## src/rtl/wave_key_ctrl_if.sv

```systemverilog
// Bundle between the key front end and its consumers: raw active-low buttons
// in, waveform parameter registers and the update strobe out.
interface wave_key_ctrl_if;
  logic        key_wave;
  logic        key_amp;
  logic        key_up;
  logic        key_down;
  logic [1:0]  wave_sel;
  logic [19:0] wave_freq;
  logic [1:0]  wave_a;
  logic        param_upd;

  // master: the controller that owns the parameter registers
  modport master (
    input  key_wave, key_amp, key_up, key_down,
    output wave_sel, wave_freq, wave_a, param_upd
  );

  // slave: the button source / parameter consumer side
  modport slave (
    output key_wave, key_amp, key_up, key_down,
    input  wave_sel, wave_freq, wave_a, param_upd
  );
endinterface

```

## src/rtl/wave_key_ctrl.sv

```systemverilog
// Key front end of the DDS board: two-flop synchronizers, per-key debounce,
// up/down hold-and-repeat FSMs and the waveform parameter registers.
// Key index order everywhere: 0 wave, 1 amp, 2 up, 3 down.
module wave_key_ctrl #(
  parameter int unsigned DB_CYCLES     = 1_000_000,
  parameter int unsigned HOLD_CYCLES   = 25_000_000,
  parameter int unsigned REPEAT_CYCLES = 5_000_000,
  parameter int unsigned FREQ_MIN      = 500,
  parameter int unsigned FREQ_MAX      = 50_000,
  parameter int unsigned FREQ_STEP     = 500
) (
  input  logic            clk,
  input  logic            rst,
  wave_key_ctrl_if.master bus
);

  localparam int DB_W    = (DB_CYCLES > 1) ? $clog2(DB_CYCLES) : 1;
  localparam int RPT_MAX = (HOLD_CYCLES > REPEAT_CYCLES) ? HOLD_CYCLES : REPEAT_CYCLES;
  localparam int RPT_W   = (RPT_MAX > 1) ? $clog2(RPT_MAX) : 1;

  localparam logic [DB_W-1:0]  DB_LAST   = DB_W'(DB_CYCLES - 1);
  localparam logic [RPT_W-1:0] HOLD_LAST = RPT_W'(HOLD_CYCLES - 1);
  localparam logic [RPT_W-1:0] REP_LAST  = RPT_W'(REPEAT_CYCLES - 1);

  localparam logic [20:0] F_STEP21  = 21'(FREQ_STEP);
  localparam logic [20:0] F_MAX21   = 21'(FREQ_MAX);
  localparam logic [20:0] F_FLOOR21 = 21'(FREQ_MIN + FREQ_STEP);

  typedef enum logic [1:0] {
    IDLE   = 2'd0,
    HOLD   = 2'd1,
    REPEAT = 2'd2
  } rpt_state_e;

  // Saturating increment, evaluated one bit wider so the sum cannot wrap.
  function automatic logic [19:0] freq_inc(input logic [19:0] f);
    logic [20:0] sum;
    sum = {1'b0, f} + F_STEP21;
    if (sum > F_MAX21) return 20'(FREQ_MAX);
    return sum[19:0];
  endfunction

  // Saturating decrement: anything below MIN+STEP lands on MIN.
  function automatic logic [19:0] freq_dec(input logic [19:0] f);
    logic [20:0] diff;
    diff = {1'b0, f} - F_STEP21;
    if ({1'b0, f} < F_FLOOR21) return 20'(FREQ_MIN);
    return diff[19:0];
  endfunction

  logic [3:0]       key_raw;
  logic [3:0]       sync_p0_q, sync_p1_q;
  logic [3:0]       filt_q, filt_d;
  logic [3:0]       filt_dly_q;
  logic [3:0]       press_q, press_d;
  logic [DB_W-1:0]  db_cnt_q [4];
  logic [DB_W-1:0]  db_cnt_d [4];

  rpt_state_e       rpt_state_q [2];
  logic [RPT_W-1:0] rpt_cnt_q   [2];
  logic [1:0]       step;

  logic [1:0]  wave_sel_q, wave_sel_d;
  logic [19:0] wave_freq_q, wave_freq_d;
  logic [1:0]  wave_a_q, wave_a_d;
  logic        param_upd_q, param_upd_d;

  assign key_raw = {bus.key_down, bus.key_up, bus.key_amp, bus.key_wave};

  // Debounce: count consecutive cycles of disagreement, accept on the last one.
  always_comb begin
    filt_d  = filt_q;
    press_d = filt_dly_q & ~filt_q;
    for (int i = 0; i < 4; i++) begin
      db_cnt_d[i] = '0;
      if (sync_p1_q[i] != filt_q[i]) begin
        if (db_cnt_q[i] == DB_LAST) begin
          filt_d[i] = sync_p1_q[i];
        end else begin
          db_cnt_d[i] = db_cnt_q[i] + DB_W'(1);
        end
      end
    end
  end

  // Synchronizer stages, filtered levels and registered press pulses.
  always_ff @(posedge clk) begin
    if (rst) begin
      sync_p0_q  <= '1;
      sync_p1_q  <= '1;
      filt_q     <= '1;
      filt_dly_q <= '1;
      press_q    <= '0;
      for (int i = 0; i < 4; i++) db_cnt_q[i] <= '0;
    end else begin
      sync_p0_q  <= key_raw;
      sync_p1_q  <= sync_p0_q;
      filt_q     <= filt_d;
      filt_dly_q <= filt_q;
      press_q    <= press_d;
      for (int i = 0; i < 4; i++) db_cnt_q[i] <= db_cnt_d[i];
    end
  end

  // Frequency step requests: on the press itself, at hold expiry, then each repeat period.
  always_comb begin
    for (int j = 0; j < 2; j++) begin
      step[j] = 1'b0;
      if (!filt_q[j+2]) begin
        case (rpt_state_q[j])
          IDLE:    step[j] = press_q[j+2];
          HOLD:    step[j] = (rpt_cnt_q[j] == HOLD_LAST);
          REPEAT:  step[j] = (rpt_cnt_q[j] == REP_LAST);
          default: step[j] = 1'b0;
        endcase
      end
    end
  end

  // Hold/repeat FSMs for up (0) and down (1); release always returns to IDLE.
  always_ff @(posedge clk) begin
    if (rst) begin
      for (int j = 0; j < 2; j++) begin
        rpt_state_q[j] <= IDLE;
        rpt_cnt_q[j]   <= '0;
      end
    end else begin
      for (int j = 0; j < 2; j++) begin
        if (filt_q[j+2]) begin
          rpt_state_q[j] <= IDLE;
          rpt_cnt_q[j]   <= '0;
        end else begin
          case (rpt_state_q[j])
            IDLE: begin
              if (press_q[j+2]) begin
                rpt_state_q[j] <= HOLD;
                rpt_cnt_q[j]   <= '0;
              end
            end
            HOLD: begin
              if (rpt_cnt_q[j] == HOLD_LAST) begin
                rpt_state_q[j] <= REPEAT;
                rpt_cnt_q[j]   <= '0;
              end else begin
                rpt_cnt_q[j] <= rpt_cnt_q[j] + RPT_W'(1);
              end
            end
            REPEAT: begin
              if (rpt_cnt_q[j] == REP_LAST) begin
                rpt_cnt_q[j] <= '0;
              end else begin
                rpt_cnt_q[j] <= rpt_cnt_q[j] + RPT_W'(1);
              end
            end
            default: begin
              rpt_state_q[j] <= IDLE;
              rpt_cnt_q[j]   <= '0;
            end
          endcase
        end
      end
    end
  end

  // Next parameter values; opposing up/down steps cancel, strobe only on real change.
  always_comb begin
    wave_sel_d  = wave_sel_q;
    wave_a_d    = wave_a_q;
    wave_freq_d = wave_freq_q;
    if (press_q[0]) wave_sel_d = wave_sel_q + 2'd1;
    if (press_q[1]) wave_a_d   = wave_a_q + 2'd1;
    if (step[0] && !step[1]) begin
      wave_freq_d = freq_inc(wave_freq_q);
    end else if (step[1] && !step[0]) begin
      wave_freq_d = freq_dec(wave_freq_q);
    end
    param_upd_d = (wave_sel_d != wave_sel_q) || (wave_a_d != wave_a_q) ||
                  (wave_freq_d != wave_freq_q);
  end

  // Parameter registers and update strobe.
  always_ff @(posedge clk) begin
    if (rst) begin
      wave_sel_q  <= 2'd0;
      wave_freq_q <= 20'(FREQ_MIN);
      wave_a_q    <= 2'd0;
      param_upd_q <= 1'b0;
    end else begin
      wave_sel_q  <= wave_sel_d;
      wave_freq_q <= wave_freq_d;
      wave_a_q    <= wave_a_d;
      param_upd_q <= param_upd_d;
    end
  end

  assign bus.wave_sel  = wave_sel_q;
  assign bus.wave_freq = wave_freq_q;
  assign bus.wave_a    = wave_a_q;
  assign bus.param_upd = param_upd_q;

endmodule

```

## src/flat_wrapper.sv

```systemverilog
// flat-port wrapper written by rule: the top's interface ports become plain ports
module wave_key_ctrl_flat 
#(
  parameter int unsigned DB_CYCLES     = 1_000_000,
  parameter int unsigned HOLD_CYCLES   = 25_000_000,
  parameter int unsigned REPEAT_CYCLES = 5_000_000,
  parameter int unsigned FREQ_MIN      = 500,
  parameter int unsigned FREQ_MAX      = 50_000,
  parameter int unsigned FREQ_STEP     = 500
)
  (clk, rst, bus_key_wave, bus_key_amp, bus_key_up, bus_key_down, bus_wave_sel, bus_wave_freq, bus_wave_a, bus_param_upd);
  wave_key_ctrl_if bus_i ();
  input  logic clk;
  input  logic rst;
  input wire logic [$bits(bus_i.key_wave)-1:0] bus_key_wave;
  input wire logic [$bits(bus_i.key_amp)-1:0] bus_key_amp;
  input wire logic [$bits(bus_i.key_up)-1:0] bus_key_up;
  input wire logic [$bits(bus_i.key_down)-1:0] bus_key_down;
  output wire logic [$bits(bus_i.wave_sel)-1:0] bus_wave_sel;
  output wire logic [$bits(bus_i.wave_freq)-1:0] bus_wave_freq;
  output wire logic [$bits(bus_i.wave_a)-1:0] bus_wave_a;
  output wire logic [$bits(bus_i.param_upd)-1:0] bus_param_upd;
  assign bus_i.key_wave = bus_key_wave;
  assign bus_i.key_amp = bus_key_amp;
  assign bus_i.key_up = bus_key_up;
  assign bus_i.key_down = bus_key_down;
  assign bus_wave_sel = bus_i.wave_sel;
  assign bus_wave_freq = bus_i.wave_freq;
  assign bus_wave_a = bus_i.wave_a;
  assign bus_param_upd = bus_i.param_upd;
  wave_key_ctrl #(.DB_CYCLES(DB_CYCLES), .HOLD_CYCLES(HOLD_CYCLES), .REPEAT_CYCLES(REPEAT_CYCLES), .FREQ_MIN(FREQ_MIN), .FREQ_MAX(FREQ_MAX), .FREQ_STEP(FREQ_STEP)) u_core (.clk(clk), .rst(rst), .bus(bus_i));
endmodule
```

## config.mk

```make
export PLATFORM = sky130hd
export DESIGN_NAME = wave_key_ctrl_flat
export DESIGN_NICKNAME = d
export VERILOG_FILES = /design/src/rtl/wave_key_ctrl_if.sv /design/src/rtl/wave_key_ctrl.sv /design/src/flat_wrapper.sv
export SDC_FILE = /design/constraint.sdc
export NUM_CORES = 1
export LEC_CHECK = 0
export CORE_MARGIN = 3
export CORE_UTILIZATION = 45
export DETAILED_ROUTE_END_ITERATION = 8
export MAX_ROUTING_LAYER = met4
export PLACE_DENSITY = 0.61
export SYNTH_ARGS = -nofsm -noshare
export SYNTH_HDL_FRONTEND = slang
export SYNTH_SLANG_ARGS = --single-unit
export TNS_END_PERCENT = 20
```

## constraint.sdc

```tcl
create_clock -name clk -period 4.9 [get_ports clk]
set_input_delay 0.735 -clock clk [delete_from_list [all_inputs] [get_ports clk]]
set_output_delay 0.735 -clock clk [all_outputs]
set_load 0.1 [all_outputs]
```

After elaboration in Yosys (flattened, before gate mapping):

Memory sizes are Yosys's and may differ from the RTL's.
Cells that the tools add are included.

* register bits after elaboration: 45
* latch bits: 0
* RAM bits: 134
* ROM bits: 0
* bits of input ports: 6
* output and inout port bits: 25
* word-level logic and storage cells: 206
* memories: 3

* add/subtract/negate cells: 10
* $mul: 0
* divide/modulo/power cells: 0
* order comparisons: 2
* eq/ne operators: 19
* shifts and indexed selects: 0
* mux-type cells: 118
* bitwise logic cells: 28
* reduce and logical (&&, ||, !) cells: 14

Memories
* u_core.db_cnt_q: words 4, width 20, rd ports 4, clocked after Yosys merged registers in 0, wr ports 4, line wave_key_ctrl.sv:56 `logic [DB_W-1:0] db_cnt_q [4];`
* u_core.rpt_cnt_q: words 2, width 25, rd ports 2, clocked after Yosys merged registers in 0, wr ports 2, line wave_key_ctrl.sv:60 `logic [RPT_W-1:0] rpt_cnt_q [2];`
* u_core.rpt_state_q: words 2, width 2, rd ports 2, clocked after Yosys merged registers in 0, wr ports 2, line wave_key_ctrl.sv:59 `rpt_state_e rpt_state_q [2];`

Operators by type and width (number)
* 20-bit 2-to-1 mux: 18
* 25-bit 2-to-1 mux: 14
* 20-bit by 1-bit adder with 20-bit output (second input constant): 4
* 20-bit equality test (second input constant): 4
* 1-bit 2-to-1 mux: 74
* 25-bit by 1-bit adder with 25-bit output (second input constant): 2
* 25-bit by 23-bit equality test with 1-bit output (second input constant): 2
* 25-bit equality test (second input constant): 2
* 1-bit OR: 26
* 20-bit by 9-bit adder with 21-bit output (second input constant): 1
* 21-bit by 16-bit > comparator with 1-bit output (second input constant): 1
* 20-bit by 10-bit less-than comparator with 1-bit output (second input constant): 1
* 2-bit 2-to-1 mux: 10
* 20-bit != test: 1
* 20-bit by 9-bit subtractor with 20-bit output (second input constant): 1
* 2-bit AND reduction: 4
* 1-bit case mux with 3 select lines: 2
* 3-bit OR reduction: 2
* 2-bit by 1-bit adder with 2-bit output (second input constant): 2
* 4-bit bitwise AND: 1
* 2-bit by 1-bit equality test with 1-bit output (second input constant): 2
* 2-bit equality test (second input constant): 2
* 2-bit logical NOT: 2
* 1-bit != test: 4
* other kinds (5): 9

Longest topological paths before layout:

* depth in word-level cells: 12
* gate-level depth with buffers: 13
* depth with buffers taken out: 11

Least setup slack after synthesis:

Ideal clock, no wire load.

* path type: register to register
* from: register u_core.wave_freq_q[3] (netlist: u_core.bus.wave_freq[3])
* to: register u_core.param_upd_q (netlist: u_core.bus.param_upd)
* library setup time: 137 ps
* arrival: 3604 ps
* data required time: 4763 ps
* setup slack: 1159 ps
* cell stages (with the launch flop): 14
* buffers on the path: 2
* period minus slack after synthesis: 3741 ps
* path through: dfxtp_1 ha_1 clkbuf_1 nor4bb_1 nand3_1 a311o_1 a221oi_1 o21ai_1 a21oi_1 buf_2 nor2_1 a211o_1 a211oi_1 a41oi_2

* word-level cells in the longest chain between the ends: 9
* elaborated cells on any way between the ends: 15
* those cells by class: 2 x add/sub; 2 x order compare; 1 x eq/ne; 9 x mux; 1 x reduce/logical

RTL lines
* start, declared: line wave_key_ctrl.sv:64 `logic [19:0] wave_freq_q, wave_freq_d;`
* start signal, assigned: line wave_key_ctrl.sv:185 `wave_freq_q <= 20'(FREQ_MIN);`
* start signal, assigned: line wave_key_ctrl.sv:190 `wave_freq_q <= wave_freq_d;`
* parallel branches: the longest is 7 deep, another holds 20-bit by 9-bit adder with 21-bit output
* 20-bit != test *: line wave_key_ctrl.sv:178 `(wave_freq_d != wave_freq_q);`
* 1-bit logical OR *: line wave_key_ctrl.sv:177 `param_upd_d = (wave_sel_d != wave_sel_q) || (wave_a_d != wave_a_q) ||`
* end signal, assigned: line wave_key_ctrl.sv:192 `param_upd_q <= param_upd_d;`
* end, declared: line wave_key_ctrl.sv:66 `logic param_upd_q, param_upd_d;`

Every way passes the cells marked *. The select of a mux whose other input is x is not followed.
A chain may end at the register's enable or synchronous reset.

Worst setup path in the final report:

* from: register u_core.wave_freq_q[4] (netlist: u_core.bus.wave_freq[4])
* to: register u_core.wave_freq_q[6] (netlist: u_core.bus.wave_freq[6])

* word-level cells in the longest chain between the ends: 7
* elaborated cells on any way between the ends: 13
* those cells by class: 2 x add/sub; 2 x order compare; 9 x mux

RTL lines
* parallel branches: the longest is 6 deep, another holds 20-bit by 9-bit adder with 21-bit output
* 20-bit 2-to-1 mux *: line wave_key_ctrl.sv:172 `if (step[0] && !step[1]) begin`

Marked as above.

==> flow_summary.ini <==
[outcome]
status = complete, no violations

[detailed_routing]
routed_wl_mm = 19.0
drtIter0Drc = 580
drtPass1Iterations = 5
viasPerCell = 5.40
drc_errors = 0
vias = 7125
antenna_left = 0
wl_per_cell_um = 14.4

[sta]
period_share = 0.829
final.setup.worst_slack_ns = 0.836
finalSetupTns_ns = 0
rsz0062_at_grt = no
finalMaxSlewViolations = 0
setup_viol = 0
final.setup_skew_ns = 0.00895
timing.final.crit_period_ns = 4.06
hold_viol_final = 0
max_freq_ghz = 0.246
tightest_slew_ns = 1.08
max_slew_margin = 0.280

[placement]
place.gp.congestion = 0.925
post-place-cells = 1288
hpwl_mm = 12.9
pre_cts_ws_ns = 1.02
io_buffers = 30

[synth]
ys_seq_elements = 179
ys_types = 69
ys_warn_count = 0
synth_top_flop_cell = dfxtp_1
synthCells = 1032
synth_edf_count = 54
postSynthAreaPerCell_um2 = 8.82
syn-num-nets = 1046
netlist_area_mm2 = 0.00910
synth-seq-area-share = 0.453
async_flop_share = 0

[critical_path]
cp_cell_sequence = a21oi_1, a21oi_1, a311o_1, a221oi_1, o21ai_1, a21oi_1, and2_1, o21ai_0, a21o_1, a21o_1
crit_top_cell = a21oi_1
arrival_ns = 4.38
crit_path_max_incr_delay_ns = 0.75
startpoint_type = register
critical_path_peak_fanout = 18
crit_slowest_cell = a21oi_1
cp.required_ns = 5.22
worst-setup-path-type = register to register
endpoint_kind = register

[global_routing]
gr-total-overflow = 0
grt_use_total = 0.181
grt_pass1_vias = 6614
antenna_found_initial = 0
grt_pass1_wl_mm = 32.0
grt_max_degree = 37

[power_and_ir_drop]
max-vdd-ir-drop_uv = 224
p_per_area_mw_per_mm2 = 296
leakagePower_uw = 0.00339

[clock_network]
cts_tree = built
cts_buffers = 17
clk_pin_slew_ns = 0.07
clock_latency_ns = 0.43
post_cts_resized = 0
cts.sinks = 179
htree_levels = 4
cts_hold_buf = 0
clock-root-buffer = clkbuf_16
cts_max_path_buffers = 2
post_cts_buffers = 0

[layout]
stdcell_count = 1320
area_growth_syn_to_layout_pct = 12.2
antennaDiodeCount = 0
nNetsFinal = 1056
regArea_mm2 = 0.00412
drive_gt1_frac = 0.0654
n_fill_cell = 1906
multi_input_area_mm2 = 0.00471

[floorplanning]
core_mm2 = 0.0197
dieArea_mm2 = 0.0220
start_util = 0.463
dieHeight_um = 148
dieWidth_um = 148
pin_count = 31
rows = 51

[flow_run]
maxCapViolCount = 0

[worst_hold_path]
hp-class = register to register
[stage by stage]
| step | instance area (um^2) | hold slack [ns] | util | total power, uW |
|---|---|---|---|---|
| 2_1_floorplan | 9100 | 0.389 | - | 1570 |
| 4_1_cts | 10200 | 0.409 | 0.520 | 3070 |
| 3_3_place_gp | 9570 | 0.391 | 0.487 | 1580 |
| 3_5_place_dp | 9570 | 0.395 | 0.487 | 1580 |
| 5_1_grt | 10200 | 0.430 | 0.520 | 3120 |
| 6_report | 10200 | 0.409 | 0.520 | 3020 |
[final timing paths]
path | from | end | slack [ns] | depth (start not counted)
worst max register to register | u_core.bus.wave_freq[4]$_SDFF_PP1_ | u_core.bus.wave_freq[6]$_SDFF_PP1_ | 0.84 | 10
worst min-delay path | u_core.filt_dly_q[1]$_SDFF_PP1_ | u_core.press_q[1]$_SDFF_PP0_ | 0.41 | 2
worst max-delay path | u_core.bus.wave_freq[4]$_SDFF_PP1_ | u_core.bus.wave_freq[6]$_SDFF_PP1_ | 0.84 | 10
worst min register to register | u_core.filt_dly_q[1]$_SDFF_PP1_ | u_core.press_q[1]$_SDFF_PP0_ | 0.41 | 2
[cell usage in the layout, fill, tap and decap left out, drive strengths merged, types with 26 or more instances in the layout]
cell / n
xor2: 72
o21ai: 29
clkdlybuf4s50: 30
nor2: 199
xnor2: 58
a21oi: 33
nand3: 68
nand2: 82
inv: 26
dfxtp: 125
edfxtp: 54
and3: 29
[kinds of logic after synthesis]
kind of cell             Yosys count  synth area share
AND/OR/NAND/NOR                  522             0.285
flip-flops                       179             0.453
XOR/XNOR                         130             0.125
AO/OA/AOI/OAI                    125            0.0938
buffers and inverters             66            0.0296
adder cells (fa/ha/maj)            8            0.0110
multiplexers                       2           0.00220
[synthesized netlist by cell type (all sizes together), types with 10 or more instances]
master | count | area share
nor2 | 199 | 0.083
nand4 | 22 | 0.015
xnor2 | 58 | 0.056
clkbuf | 34 | 0.014
or3 | 23 | 0.017
edfxtp | 54 | 0.18
nor3 | 15 | 0.0088
a21oi | 33 | 0.019
inv | 24 | 0.0099
nand2 | 82 | 0.034
o21ai | 29 | 0.016
or4 | 10 | 0.0091
a211oi | 11 | 0.0091
dfxtp | 125 | 0.28
xor2 | 72 | 0.069
nand3 | 68 | 0.037
nor4 | 15 | 0.012
and3 | 29 | 0.020
or2 | 16 | 0.011
[worst max-delay path, delay by kind of cell (launching register included)]
kind               cells  cell delay, ns
and+or+nand+nor        1            0.50
DFF                    1            0.47
AOI/OAI and AO/OA      9            3.00
[cell type report]
type / instances / area share
clock inverters: 13 / 0.0201
flip-flops and latches: 179 / 0.404
repair buffers: 33 / 0.0316
inverters: 24 / 0.00882
well taps: 265 / 0.0325
multi-input cells: 787 / 0.461
clock buffers: 19 / 0.0424
[power breakdown]
| part | total (uW) | switching [uW] | leakage (uW) | internal [uW] |
|---|---|---|---|---|
| logic | 21.7 | 13.2 | 0.00141 | 8.51 |
| clock network | 1480 | 574 | 0.000305 | 906 |
| registers | 1520 | 2.16 | 0.00168 | 1520 |
| total | 3020 | 589 | 0.00339 | 2430 |
[layer usage]
layer	global-route usage	vias to the layer above	part of all wire
li1	-	3624	-
met1	0.246	3311	0.49
met2	0.273	162	0.44
met3	0.0320	28	0.044
met4	0.0661	0	0.019
met5	-	-	0
[flip-flops by register name (all words and copies together) (netlist names)]
name                  count
u_core.press_q            4
u_core.rpt_cnt_q         50
u_core.filt_q             4
u_core.bus.wave_a         2
u_core.filt_dly_q         4
u_core.bus.wave_freq     20
u_core.sync_p0_q          4
u_core.sync_p1_q          4
u_core.bus.param_upd      1
u_core.db_cnt_q          80
u_core.rpt_state_q        4
u_core.bus.wave_sel       2
(Power assumes the default switching activity.)
